--- config.mk ---
export PLATFORM = sky130hd
export DESIGN_NAME = p2_mem_arb_flat
export DESIGN_NICKNAME = d
export VERILOG_FILES = /design/src/rtl/p2_mem_arb_if.sv /design/src/rtl/p2_mem_arb.sv /design/src/flat_wrapper.sv
export SDC_FILE = /design/constraint.sdc
export NUM_CORES = 1
export LEC_CHECK = 0
export BUFFER_PORTS_ARGS = -buffer_cell sky130_fd_sc_hd__buf_2
export CAP_MARGIN = 20
export CELL_PAD_IN_SITES_DETAIL_PLACEMENT = 0
export CELL_PAD_IN_SITES_GLOBAL_PLACEMENT = 2
export CORE_MARGIN = 3
export CORE_UTILIZATION = 31
export DETAILED_ROUTE_END_ITERATION = 8
export PLACE_DENSITY_LB_ADDON = 0.1
export SLEW_MARGIN = 20
export SYNTH_ARGS = -nofsm -noshare
export SYNTH_HDL_FRONTEND = slang
export SYNTH_SLANG_ARGS = --single-unit
--- constraint.sdc ---
create_clock -name clk -period 4 [get_ports clk]
set_clock_uncertainty 0.1 [all_clocks]
set_input_delay 0.2 -clock clk [delete_from_list [all_inputs] [get_ports clk]]
set_output_delay 0.2 -clock clk [all_outputs]
set_load 0.05 [all_outputs]
--- src/rtl/p2_mem_arb_if.sv ---
// Bus bundle for p2_mem_arb: CPU and video request ports, the memory command/response port, and status.
// The slave modport is the arbiter's view; the master modport is the view of whatever surrounds it.
interface p2_mem_arb_if #(
    parameter int unsigned ADDR_W = 22
);
    localparam int unsigned DATA_W = 16;
    localparam int unsigned BE_W   = 2;

    logic              cpu_req;
    logic              cpu_we;
    logic [BE_W-1:0]   cpu_be;
    logic [ADDR_W-1:0] cpu_addr;
    logic [DATA_W-1:0] cpu_wdata;
    logic              cpu_ack;
    logic [DATA_W-1:0] cpu_rdata;

    logic              vid_req;
    logic [ADDR_W-1:0] vid_addr;
    logic              vid_ack;
    logic [DATA_W-1:0] vid_rdata;

    logic              mem_req;
    logic              mem_we;
    logic              mem_ref;
    logic [ADDR_W-1:0] mem_addr;
    logic [DATA_W-1:0] mem_wdata;
    logic [BE_W-1:0]   mem_be;
    logic              mem_ack;
    logic [DATA_W-1:0] mem_rdata;

    logic [1:0]        owner;
    logic              ref_overrun;

    modport slave (
        input  cpu_req, cpu_we, cpu_be, cpu_addr, cpu_wdata,
        output cpu_ack, cpu_rdata,
        input  vid_req, vid_addr,
        output vid_ack, vid_rdata,
        output mem_req, mem_we, mem_ref, mem_addr, mem_wdata, mem_be,
        input  mem_ack, mem_rdata,
        output owner, ref_overrun
    );

    modport master (
        output cpu_req, cpu_we, cpu_be, cpu_addr, cpu_wdata,
        input  cpu_ack, cpu_rdata,
        output vid_req, vid_addr,
        input  vid_ack, vid_rdata,
        input  mem_req, mem_we, mem_ref, mem_addr, mem_wdata, mem_be,
        output mem_ack, mem_rdata,
        input  owner, ref_overrun
    );
endinterface

--- src/rtl/p2_mem_arb.sv ---
// P2 memory arbiter: round-robin CPU/video access with optional periodic refresh.
// Define P2_MEM_ARB_REFRESH_EN to build the refresh counter and REF state.
module p2_mem_arb #(
    parameter int unsigned ADDR_W           = 22,
    parameter int unsigned REFRESH_INTERVAL = 624
) (
    input  logic          clk,
    input  logic          reset_n,
    p2_mem_arb_if.slave   bus
);
    localparam int unsigned DATA_W = 16;
    localparam int unsigned BE_W   = 2;

    if (REFRESH_INTERVAL < 2) begin : g_bad_interval
        $error("p2_mem_arb: REFRESH_INTERVAL must be at least 2");
    end

    typedef enum logic [1:0] {
        ST_IDLE = 2'd0,
        ST_CPU  = 2'd1,
        ST_VID  = 2'd2,
        ST_REF  = 2'd3
    } state_e;

    state_e              state_q, state_d;
    logic                mem_req_q, mem_req_d;
    logic                mem_we_q, mem_we_d;
    logic                mem_ref_q, mem_ref_d;
    logic [ADDR_W-1:0]   mem_addr_q, mem_addr_d;
    logic [DATA_W-1:0]   mem_wdata_q, mem_wdata_d;
    logic [BE_W-1:0]     mem_be_q, mem_be_d;
    logic                cpu_ack_q, cpu_ack_d;
    logic                vid_ack_q, vid_ack_d;
    logic [DATA_W-1:0]   cpu_rdata_q, cpu_rdata_d;
    logic [DATA_W-1:0]   vid_rdata_q, vid_rdata_d;
    logic                last_vid_q, last_vid_d;
    logic                ref_pend;
    logic                ref_ovr;
    logic                cpu_go;
    logic                vid_go;

    // A requester still shows req during its own ack cycle; mask it so one request yields one ack.
    assign cpu_go = bus.cpu_req && !cpu_ack_q;
    assign vid_go = bus.vid_req && !vid_ack_q;

    always_ff @(posedge clk or negedge reset_n) begin
        if (!reset_n) begin
            state_q     <= ST_IDLE;
            mem_req_q   <= 1'b0;
            mem_we_q    <= 1'b0;
            mem_ref_q   <= 1'b0;
            mem_addr_q  <= '0;
            mem_wdata_q <= '0;
            mem_be_q    <= '0;
            cpu_ack_q   <= 1'b0;
            vid_ack_q   <= 1'b0;
            cpu_rdata_q <= '0;
            vid_rdata_q <= '0;
            last_vid_q  <= 1'b1;
        end else begin
            state_q     <= state_d;
            mem_req_q   <= mem_req_d;
            mem_we_q    <= mem_we_d;
            mem_ref_q   <= mem_ref_d;
            mem_addr_q  <= mem_addr_d;
            mem_wdata_q <= mem_wdata_d;
            mem_be_q    <= mem_be_d;
            cpu_ack_q   <= cpu_ack_d;
            vid_ack_q   <= vid_ack_d;
            cpu_rdata_q <= cpu_rdata_d;
            vid_rdata_q <= vid_rdata_d;
            last_vid_q  <= last_vid_d;
        end
    end

    always_comb begin
        state_d     = state_q;
        mem_req_d   = mem_req_q;
        mem_we_d    = mem_we_q;
        mem_ref_d   = mem_ref_q;
        mem_addr_d  = mem_addr_q;
        mem_wdata_d = mem_wdata_q;
        mem_be_d    = mem_be_q;
        cpu_ack_d   = 1'b0;
        vid_ack_d   = 1'b0;
        cpu_rdata_d = cpu_rdata_q;
        vid_rdata_d = vid_rdata_q;
        last_vid_d  = last_vid_q;

        case (state_q)
            ST_IDLE: begin
                if (ref_pend) begin
                    state_d     = ST_REF;
                    mem_req_d   = 1'b1;
                    mem_ref_d   = 1'b1;
                    mem_we_d    = 1'b0;
                    mem_be_d    = '0;
                    mem_addr_d  = '0;
                    mem_wdata_d = '0;
                end else if (cpu_go && (!vid_go || last_vid_q)) begin
                    state_d     = ST_CPU;
                    mem_req_d   = 1'b1;
                    mem_ref_d   = 1'b0;
                    mem_we_d    = bus.cpu_we;
                    mem_be_d    = bus.cpu_be;
                    mem_addr_d  = bus.cpu_addr;
                    mem_wdata_d = bus.cpu_wdata;
                    last_vid_d  = 1'b0;
                end else if (vid_go) begin
                    state_d     = ST_VID;
                    mem_req_d   = 1'b1;
                    mem_ref_d   = 1'b0;
                    mem_we_d    = 1'b0;
                    mem_be_d    = 2'b11;
                    mem_addr_d  = bus.vid_addr;
                    mem_wdata_d = '0;
                    last_vid_d  = 1'b1;
                end
            end
            ST_CPU: begin
                if (bus.mem_ack) begin
                    state_d     = ST_IDLE;
                    mem_req_d   = 1'b0;
                    cpu_ack_d   = 1'b1;
                    cpu_rdata_d = bus.mem_rdata;
                end
            end
            ST_VID: begin
                if (bus.mem_ack) begin
                    state_d     = ST_IDLE;
                    mem_req_d   = 1'b0;
                    vid_ack_d   = 1'b1;
                    vid_rdata_d = bus.mem_rdata;
                end
            end
            ST_REF: begin
                if (bus.mem_ack) begin
                    state_d   = ST_IDLE;
                    mem_req_d = 1'b0;
                end
            end
        endcase
    end

`ifdef P2_MEM_ARB_REFRESH_EN
    localparam int unsigned CNT_W = (REFRESH_INTERVAL > 2) ? $clog2(REFRESH_INTERVAL) : 1;

    logic [CNT_W-1:0] ref_cnt_q;
    logic             ref_pend_q;
    logic             ref_ovr_q;
    logic             enter_ref;

    assign enter_ref = (state_q == ST_IDLE) && (state_d == ST_REF);

    // A fresh expiry wins over the clear on REF entry; overrun only if the old request was still unserved.
    always_ff @(posedge clk or negedge reset_n) begin
        if (!reset_n) begin
            ref_cnt_q  <= CNT_W'(REFRESH_INTERVAL - 1);
            ref_pend_q <= 1'b0;
            ref_ovr_q  <= 1'b0;
        end else if (ref_cnt_q == '0) begin
            ref_cnt_q  <= CNT_W'(REFRESH_INTERVAL - 1);
            ref_pend_q <= 1'b1;
            if (ref_pend_q && !enter_ref) begin
                ref_ovr_q <= 1'b1;
            end
        end else begin
            ref_cnt_q <= ref_cnt_q - CNT_W'(1);
            if (enter_ref) begin
                ref_pend_q <= 1'b0;
            end
        end
    end

    assign ref_pend = ref_pend_q;
    assign ref_ovr  = ref_ovr_q;
`else
    assign ref_pend = 1'b0;
    assign ref_ovr  = 1'b0;
`endif

    assign bus.mem_req     = mem_req_q;
    assign bus.mem_we      = mem_we_q;
    assign bus.mem_ref     = mem_ref_q;
    assign bus.mem_addr    = mem_addr_q;
    assign bus.mem_wdata   = mem_wdata_q;
    assign bus.mem_be      = mem_be_q;
    assign bus.cpu_ack     = cpu_ack_q;
    assign bus.vid_ack     = vid_ack_q;
    assign bus.cpu_rdata   = cpu_rdata_q;
    assign bus.vid_rdata   = vid_rdata_q;
    assign bus.owner       = 2'(state_q);
    assign bus.ref_overrun = ref_ovr;
endmodule

--- src/flat_wrapper.sv ---
// flat-port wrapper written by rule: the top's interface ports become plain ports
module p2_mem_arb_flat 
#(
    parameter int unsigned ADDR_W           = 22,
    parameter int unsigned REFRESH_INTERVAL = 624
)
  (clk, reset_n, bus_cpu_req, bus_cpu_we, bus_cpu_be, bus_cpu_addr, bus_cpu_wdata, bus_cpu_ack, bus_cpu_rdata, bus_vid_req, bus_vid_addr, bus_vid_ack, bus_vid_rdata, bus_mem_req, bus_mem_we, bus_mem_ref, bus_mem_addr, bus_mem_wdata, bus_mem_be, bus_mem_ack, bus_mem_rdata, bus_owner, bus_ref_overrun);
  p2_mem_arb_if #(.ADDR_W(ADDR_W)) bus_i ();
  input  logic clk;
  input  logic reset_n;
  input wire logic [$bits(bus_i.cpu_req)-1:0] bus_cpu_req;
  input wire logic [$bits(bus_i.cpu_we)-1:0] bus_cpu_we;
  input wire logic [$bits(bus_i.cpu_be)-1:0] bus_cpu_be;
  input wire logic [$bits(bus_i.cpu_addr)-1:0] bus_cpu_addr;
  input wire logic [$bits(bus_i.cpu_wdata)-1:0] bus_cpu_wdata;
  output wire logic [$bits(bus_i.cpu_ack)-1:0] bus_cpu_ack;
  output wire logic [$bits(bus_i.cpu_rdata)-1:0] bus_cpu_rdata;
  input wire logic [$bits(bus_i.vid_req)-1:0] bus_vid_req;
  input wire logic [$bits(bus_i.vid_addr)-1:0] bus_vid_addr;
  output wire logic [$bits(bus_i.vid_ack)-1:0] bus_vid_ack;
  output wire logic [$bits(bus_i.vid_rdata)-1:0] bus_vid_rdata;
  output wire logic [$bits(bus_i.mem_req)-1:0] bus_mem_req;
  output wire logic [$bits(bus_i.mem_we)-1:0] bus_mem_we;
  output wire logic [$bits(bus_i.mem_ref)-1:0] bus_mem_ref;
  output wire logic [$bits(bus_i.mem_addr)-1:0] bus_mem_addr;
  output wire logic [$bits(bus_i.mem_wdata)-1:0] bus_mem_wdata;
  output wire logic [$bits(bus_i.mem_be)-1:0] bus_mem_be;
  input wire logic [$bits(bus_i.mem_ack)-1:0] bus_mem_ack;
  input wire logic [$bits(bus_i.mem_rdata)-1:0] bus_mem_rdata;
  output wire logic [$bits(bus_i.owner)-1:0] bus_owner;
  output wire logic [$bits(bus_i.ref_overrun)-1:0] bus_ref_overrun;
  assign bus_i.cpu_req = bus_cpu_req;
  assign bus_i.cpu_we = bus_cpu_we;
  assign bus_i.cpu_be = bus_cpu_be;
  assign bus_i.cpu_addr = bus_cpu_addr;
  assign bus_i.cpu_wdata = bus_cpu_wdata;
  assign bus_cpu_ack = bus_i.cpu_ack;
  assign bus_cpu_rdata = bus_i.cpu_rdata;
  assign bus_i.vid_req = bus_vid_req;
  assign bus_i.vid_addr = bus_vid_addr;
  assign bus_vid_ack = bus_i.vid_ack;
  assign bus_vid_rdata = bus_i.vid_rdata;
  assign bus_mem_req = bus_i.mem_req;
  assign bus_mem_we = bus_i.mem_we;
  assign bus_mem_ref = bus_i.mem_ref;
  assign bus_mem_addr = bus_i.mem_addr;
  assign bus_mem_wdata = bus_i.mem_wdata;
  assign bus_mem_be = bus_i.mem_be;
  assign bus_i.mem_ack = bus_mem_ack;
  assign bus_i.mem_rdata = bus_mem_rdata;
  assign bus_owner = bus_i.owner;
  assign bus_ref_overrun = bus_i.ref_overrun;
  p2_mem_arb #(.ADDR_W(ADDR_W), .REFRESH_INTERVAL(REFRESH_INTERVAL)) u_core (.clk(clk), .reset_n(reset_n), .bus(bus_i));
endmodule
=== Yosys cells after proc, flatten, opt, wreduce, memory -nomap -nowiden ===
Cells that the tools add are included.

* Bits of input ports: 84
* Flip-flop bits (word level): 80

* Reduce and logical (&&, ||, !) cells: 14
* Equality and inequality tests: 5
* Multiplexer cells: 21

{| class="wikitable"
|+ Operators with widths
! cell !! number
|-
| 2-to-1 mux 22 bit || 2
|-
| 2-to-1 mux 16 bit || 2
|-
| 2-to-1 mux 1 bit || 10
|-
| 2-to-1 mux 2 bit || 5
|-
| AND reduction 2 bit || 4
|-
| == test 2 bit (second input constant) || 2
|-
| one-hot mux 2 bit (2 select lines) || 1
|-
| logical AND 1 bit || 3
|-
| zero test 1 bit || 3
|-
| != test 3 x 1 -> 1 bit (second input constant) || 1
|-
| OR reduction 3 bit || 1
|-
| == test 2 x 1 -> 1 bit (second input constant) || 1
|-
| zero test 2 bit || 1
|-
| != test 2 x 1 -> 1 bit (second input constant) || 1
|-
| one-hot mux 1 bit (2 select lines) || 1
|-
| nonzero test 2 bit || 1
|-
| logical OR 1 bit || 1
|}

=== Logic depth before layout (Yosys ltp) ===
* Depth after elaboration: 7
* Gate-level depth with buffers: 6
* Gate-level depth less buffers: 3

=== Worst setup path after synthesis ===
Ideal clock, no wire load.

* Path kind: register -> register
* Start point: register u_core.state_q[0], in the netlist u_core.bus.owner[0]
* End point: register u_core.mem_wdata_q[10], in the netlist u_core.bus.mem_wdata[10]
* Path buffers: 3
* Data required time: 3.779 ns
* Library setup time: 0.121 ns
* Data arrival time: 1.631 ns
* Stages on the path, launching flop included: 7
* Setup slack: 2.148 ns
* Clock period less this slack: 1.852 ns
* Path through: dfrtp_1 > or2_1 > buf_4 > a21o_1 > buf_6 > buf_6 > a22o_1

* Longest elaborated chain between the ends: 2

{| class="wikitable"
|+ RTL lines
! what !! RTL line !! source
|-
| from (decl) || p2_mem_arb.sv:25 || <nowiki>state_e state_q, state_d;</nowiki>
|-
| from (signal assigned) || p2_mem_arb.sv:61 || <nowiki>state_q <= state_d;</nowiki>
|-
| zero test 2 bit || p2_mem_arb.sv:90 || <nowiki>case (state_q)</nowiki>
|-
| AND reduction 2 bit (no source line) || - ||
|-
| to (signal assigned) || p2_mem_arb.sv:66 || <nowiki>mem_wdata_q <= mem_wdata_d;</nowiki>
|-
| to (decl) || p2_mem_arb.sv:30 || <nowiki>logic [DATA_W-1:0] mem_wdata_q, mem_wdata_d;</nowiki>
|}

Every way passes these cells.
A chain may end at the register's enable or synchronous reset.

=== Worst setup path in the final report ===
* Start point: register u_core.vid_ack_q, in the netlist u_core.bus.vid_ack
* End point: register u_core.mem_addr_q[3], in the netlist u_core.bus.mem_addr[3]

* Longest elaborated chain between the ends: 7

{| class="wikitable"
|+ RTL lines
! what !! RTL line !! source
|-
| from (decl) || p2_mem_arb.sv:33 || <nowiki>logic vid_ack_q, vid_ack_d;</nowiki>
|-
| from (signal assigned) || p2_mem_arb.sv:69 || <nowiki>vid_ack_q <= vid_ack_d;</nowiki>
|-
| zero test 1 bit * || p2_mem_arb.sv:44 || <nowiki>assign vid_go = bus.vid_req && !vid_ack_q;</nowiki>
|-
| logical AND 1 bit * || p2_mem_arb.sv:44 ||
|-
| zero test 1 bit || p2_mem_arb.sv:100 || <nowiki>end else if (cpu_go && (!vid_go || last_vid_q)) begin</nowiki>
|-
| logical OR 1 bit || p2_mem_arb.sv:100 ||
|-
| logical AND 1 bit || p2_mem_arb.sv:100 ||
|-
| nonzero test 2 bit (no source line) || - ||
|-
| AND reduction 2 bit (no source line) || - ||
|-
| to (signal assigned) || p2_mem_arb.sv:65 || <nowiki>mem_addr_q <= mem_addr_d;</nowiki>
|-
| to (decl) || p2_mem_arb.sv:29 || <nowiki>logic [ADDR_W-1:0] mem_addr_q, mem_addr_d;</nowiki>
|}

Every way passes the cells marked *; elsewhere a longest branch is shown, timed or not.

==> metrics.yaml <==
status: "finished clean"
r2r_cells: 3
async_reset_ff_frac: 1.000
clock_power_share: 0.168
wl_um: 9995
cp_num_buf_inv: 0
htree_num_levels: 3
cp.arrival_ns: 2.45
final_nets: 520
synth_edf_count: 0
place_congestion: 0.7110
intPower_w: 0.002510
cts-root-buf: "clkbuf_16"
initial_utilization: 0.3197
utilization: 0.4473
yosys_warnings: 0
io_buffers: 161
end_kind: "register"
cts_buffer_depth: 2
fmax_ghz: 0.4349
leakage_nw: 2.386
wl_per_cell_um: 17.20
die_x_um: 112.2
num_rows: 38
hold_violations: 0
critical_path_required_ns: 4.15
synth-simple-area-share: 0.08017
power_density_nw_per_um2: 1044
syn_to_final_growth_pct: 39.91
drc: 0
path_cells: "nand2b_1 -> a21oi_4 -> a2bb2oi_1"
drv_slew: 0
yosys.area.top_type: "dfrtp_1"
drtIter0Drc: 168
timing.final.crit_period_ns: 2.300
avgViaCountPerCell: 4.972
synth_area_leaders: "dfrtp_1 56%, mux2_2 10%, a221oi_1 5.5%, a2bb2oi_1 5.5%, and3b_1 5.5%"
worstSetupEndpoint: "u_core.bus.mem_addr[3]"
crit_family: "compound AO/OA/AOI/OAI gates"
cts_tree: "built"
cpPeakStageDelay_ns: 0.84
synth_seq_cells: 79
dieArea_um2: 12590
ys_top_cells_by_count: "78 x dfrtp_1, 32 x mux2_2, 23 x o21ai_0"
p_comb_frac: 0.552
crit_slowest_cell: "a21oi_4"
period_share: 0.5749
clock_latency_ns: 0.33
path_class: "reg2reg"
power_w: 0.005108
seqPwrFrac: 0.280
crit_fanout: 26
synthMostInstantiatedCell: "dfrtp_1"
yosysUniqueCellTypes: 29
reg2reg_from: "u_core.bus.vid_ack"
synth_fa_ha_area_frac: 0
r2r_setup_slack_ns: 1.70
grt_overflow: 0
syn_inst: 268
crit_cells: 3
worst-slew-pin-transition_ns: 1.034
n_fill_cell: 1050
ys.flop_type: "dfrtp_1"
muxShareOfSynthArea: 0.1031
num_antenna_cells: 0
min-delay-start: "bus_mem_rdata[4]"
slew_headroom: 0.3101
ant_nets: 0
rsz0062_at_grt: "false"
track_usage: 0.1587
grt_pass1_wl_um: 15990
core_um2: 10940
rr_endpoint: "u_core.bus.mem_addr[3]"
cts_buffers: 9
finalSetupViolCount: 0
pin_count: 164
final_cells: 581
first_pass_iters: 5
drv_cap: 0
synth_compound_area_frac: 0.2037
cts_sinks: 79
final.setup.tns_ns: 0
ir_drop_v: 0.0006343
syn_area_um2: 3496
grt_pass1_vias: 2958
hpwl_um: 6663
cts_setup_buffers: 0
final_cell_area_um2: 4891
synth_top_family_by_area: "compound AO/OA/AOI/OAI gates"
avgSynthCellArea_um2: 13.04
antenna_found_initial: 0
num_vias: 2889
place_area_um2: 4343
place_inst: 542
seq_area_frac_synth: 0.5659
grt_max_degree: 80
p_switching_w: 0.002598
sw_frac_of_total: 0.5086
layout-drive-gt1-share: 0.4853
synth_top_area_share: 0.5583
cp-startpoint: "u_core.bus.vid_ack"
hp-class: "in2reg"
clkTransAtPathRegs_ns: 0.07
cp-start-kind: "register"
die_h_um: 112.2
synthXorXnorAreaFrac: 0
==> power by group through the flow <==
| stage | sequential (W) | clock, W | combinational (W) |
|---|---|---|---|
| after global placement | 0.00143 | 0 | 0.00282 |
| final | 0.00143 | 0.000858 | 0.00282 |
| after detailed placement | 0.00143 | 0 | 0.00284 |
| after floorplan | 0.00278 | 0 | 0.000842 |
| after CTS | 0.00143 | 0.000889 | 0.00286 |
| after global routing | 0.00149 | 0.000924 | 0.00298 |
==> state kept, by name, indices dropped and copies added (netlist names) <==
signal	flops
u_core.bus.mem_wdata	16
u_core.bus.vid_ack	1
u_core.bus.mem_be	2
u_core.bus.mem_req	1
u_core.bus.vid_rdata	16
u_core.bus.mem_we	1
u_core.bus.cpu_rdata	16
u_core.bus.mem_addr	22
u_core.bus.cpu_ack	1
u_core.bus.owner	2
u_core.last_vid_q	1
==> stage by stage <==
stage	setup slack (ns)	hold slack [ns]
4_1_cts	1.647	0.0001364
3_3_place_gp	1.723	0.3137
2_1_floorplan	2.148	-0.1956
5_1_grt	1.523	0.007146
6_report	1.700	0.009153
3_5_place_dp	1.664	0.3179
==> how the worst min path moves through the flow <==
stage	endpoint	cells after the start	slack (ns)
3_5_place_dp	u_core.bus.mem_be[0]	2	0.32
6_report	u_core.bus.cpu_rdata[4]	2	0.009
4_1_cts	u_core.bus.cpu_rdata[4]	2	0.0001
2_1_floorplan	u_core.bus.cpu_ack	0	-0.20
3_3_place_gp	u_core.bus.mem_be[0]	2	0.31
5_1_grt	u_core.bus.cpu_rdata[11]	2	0.007
==> cell families after synthesis <==
| logic type | count (synthesis) |
|---|---|
| other | 1 |
| flip-flops | 79 |
| AO/OA/AOI/OAI | 91 |
| buffers and inverters | 32 |
| AND/OR/NAND/NOR | 33 |
| multiplexers | 32 |
==> metal layers <==
metal,vias to the layer above,track usage,wire (µm)
met5,-,0,0
met4,0,0.03125,84
met3,6,0.05768,821
met2,116,0.2491,4524
met1,1408,0.2137,4565
li1,1359,-,-
==> placed cells by master (no fill, tap or decap), types with 4 or more instances in the layout <==
cell type | netlist | final
clkbuf_16 | 0 | 9
and3b_1 | 22 | 22
buf_2 | 9 | 160
dfrtp_1 | 78 | 78
a2bb2oi_1 | 22 | 22
mux2_2 | 32 | 32
inv_1 | 4 | 4
dlygate4sd3_1 | 0 | 23
a22o_1 | 17 | 17
o21ai_0 | 23 | 23
a221oi_1 | 22 | 22
==> cell type report <==
cell class                      count  area, µm²  share of cell area
Sequential cell                    79       1978              0.4045
Multi-Input combinational cell    158       1366              0.2794
Timing Repair Buffer              184       1042              0.2131
Clock buffer                       10      239.0             0.04886
Tap cell                          140      175.2             0.03581
Clock inverter                      6      75.07             0.01535
Inverter                            4      15.01            0.003070
==> worst register-to-register path, delay by kind of cell, from the launching register on <==
family          cells  cell delay [ns]
compound gates      2             1.07
simple gates        1             0.63
flops               1             0.43
==> timing repair <==
action | CTS | global route
gates resized for setup | 0 | 0
endpoints found under the hold margin | 88 | 0
hold buffers | 23 | 0
Note: power is estimated with default switching activity, not from simulation.
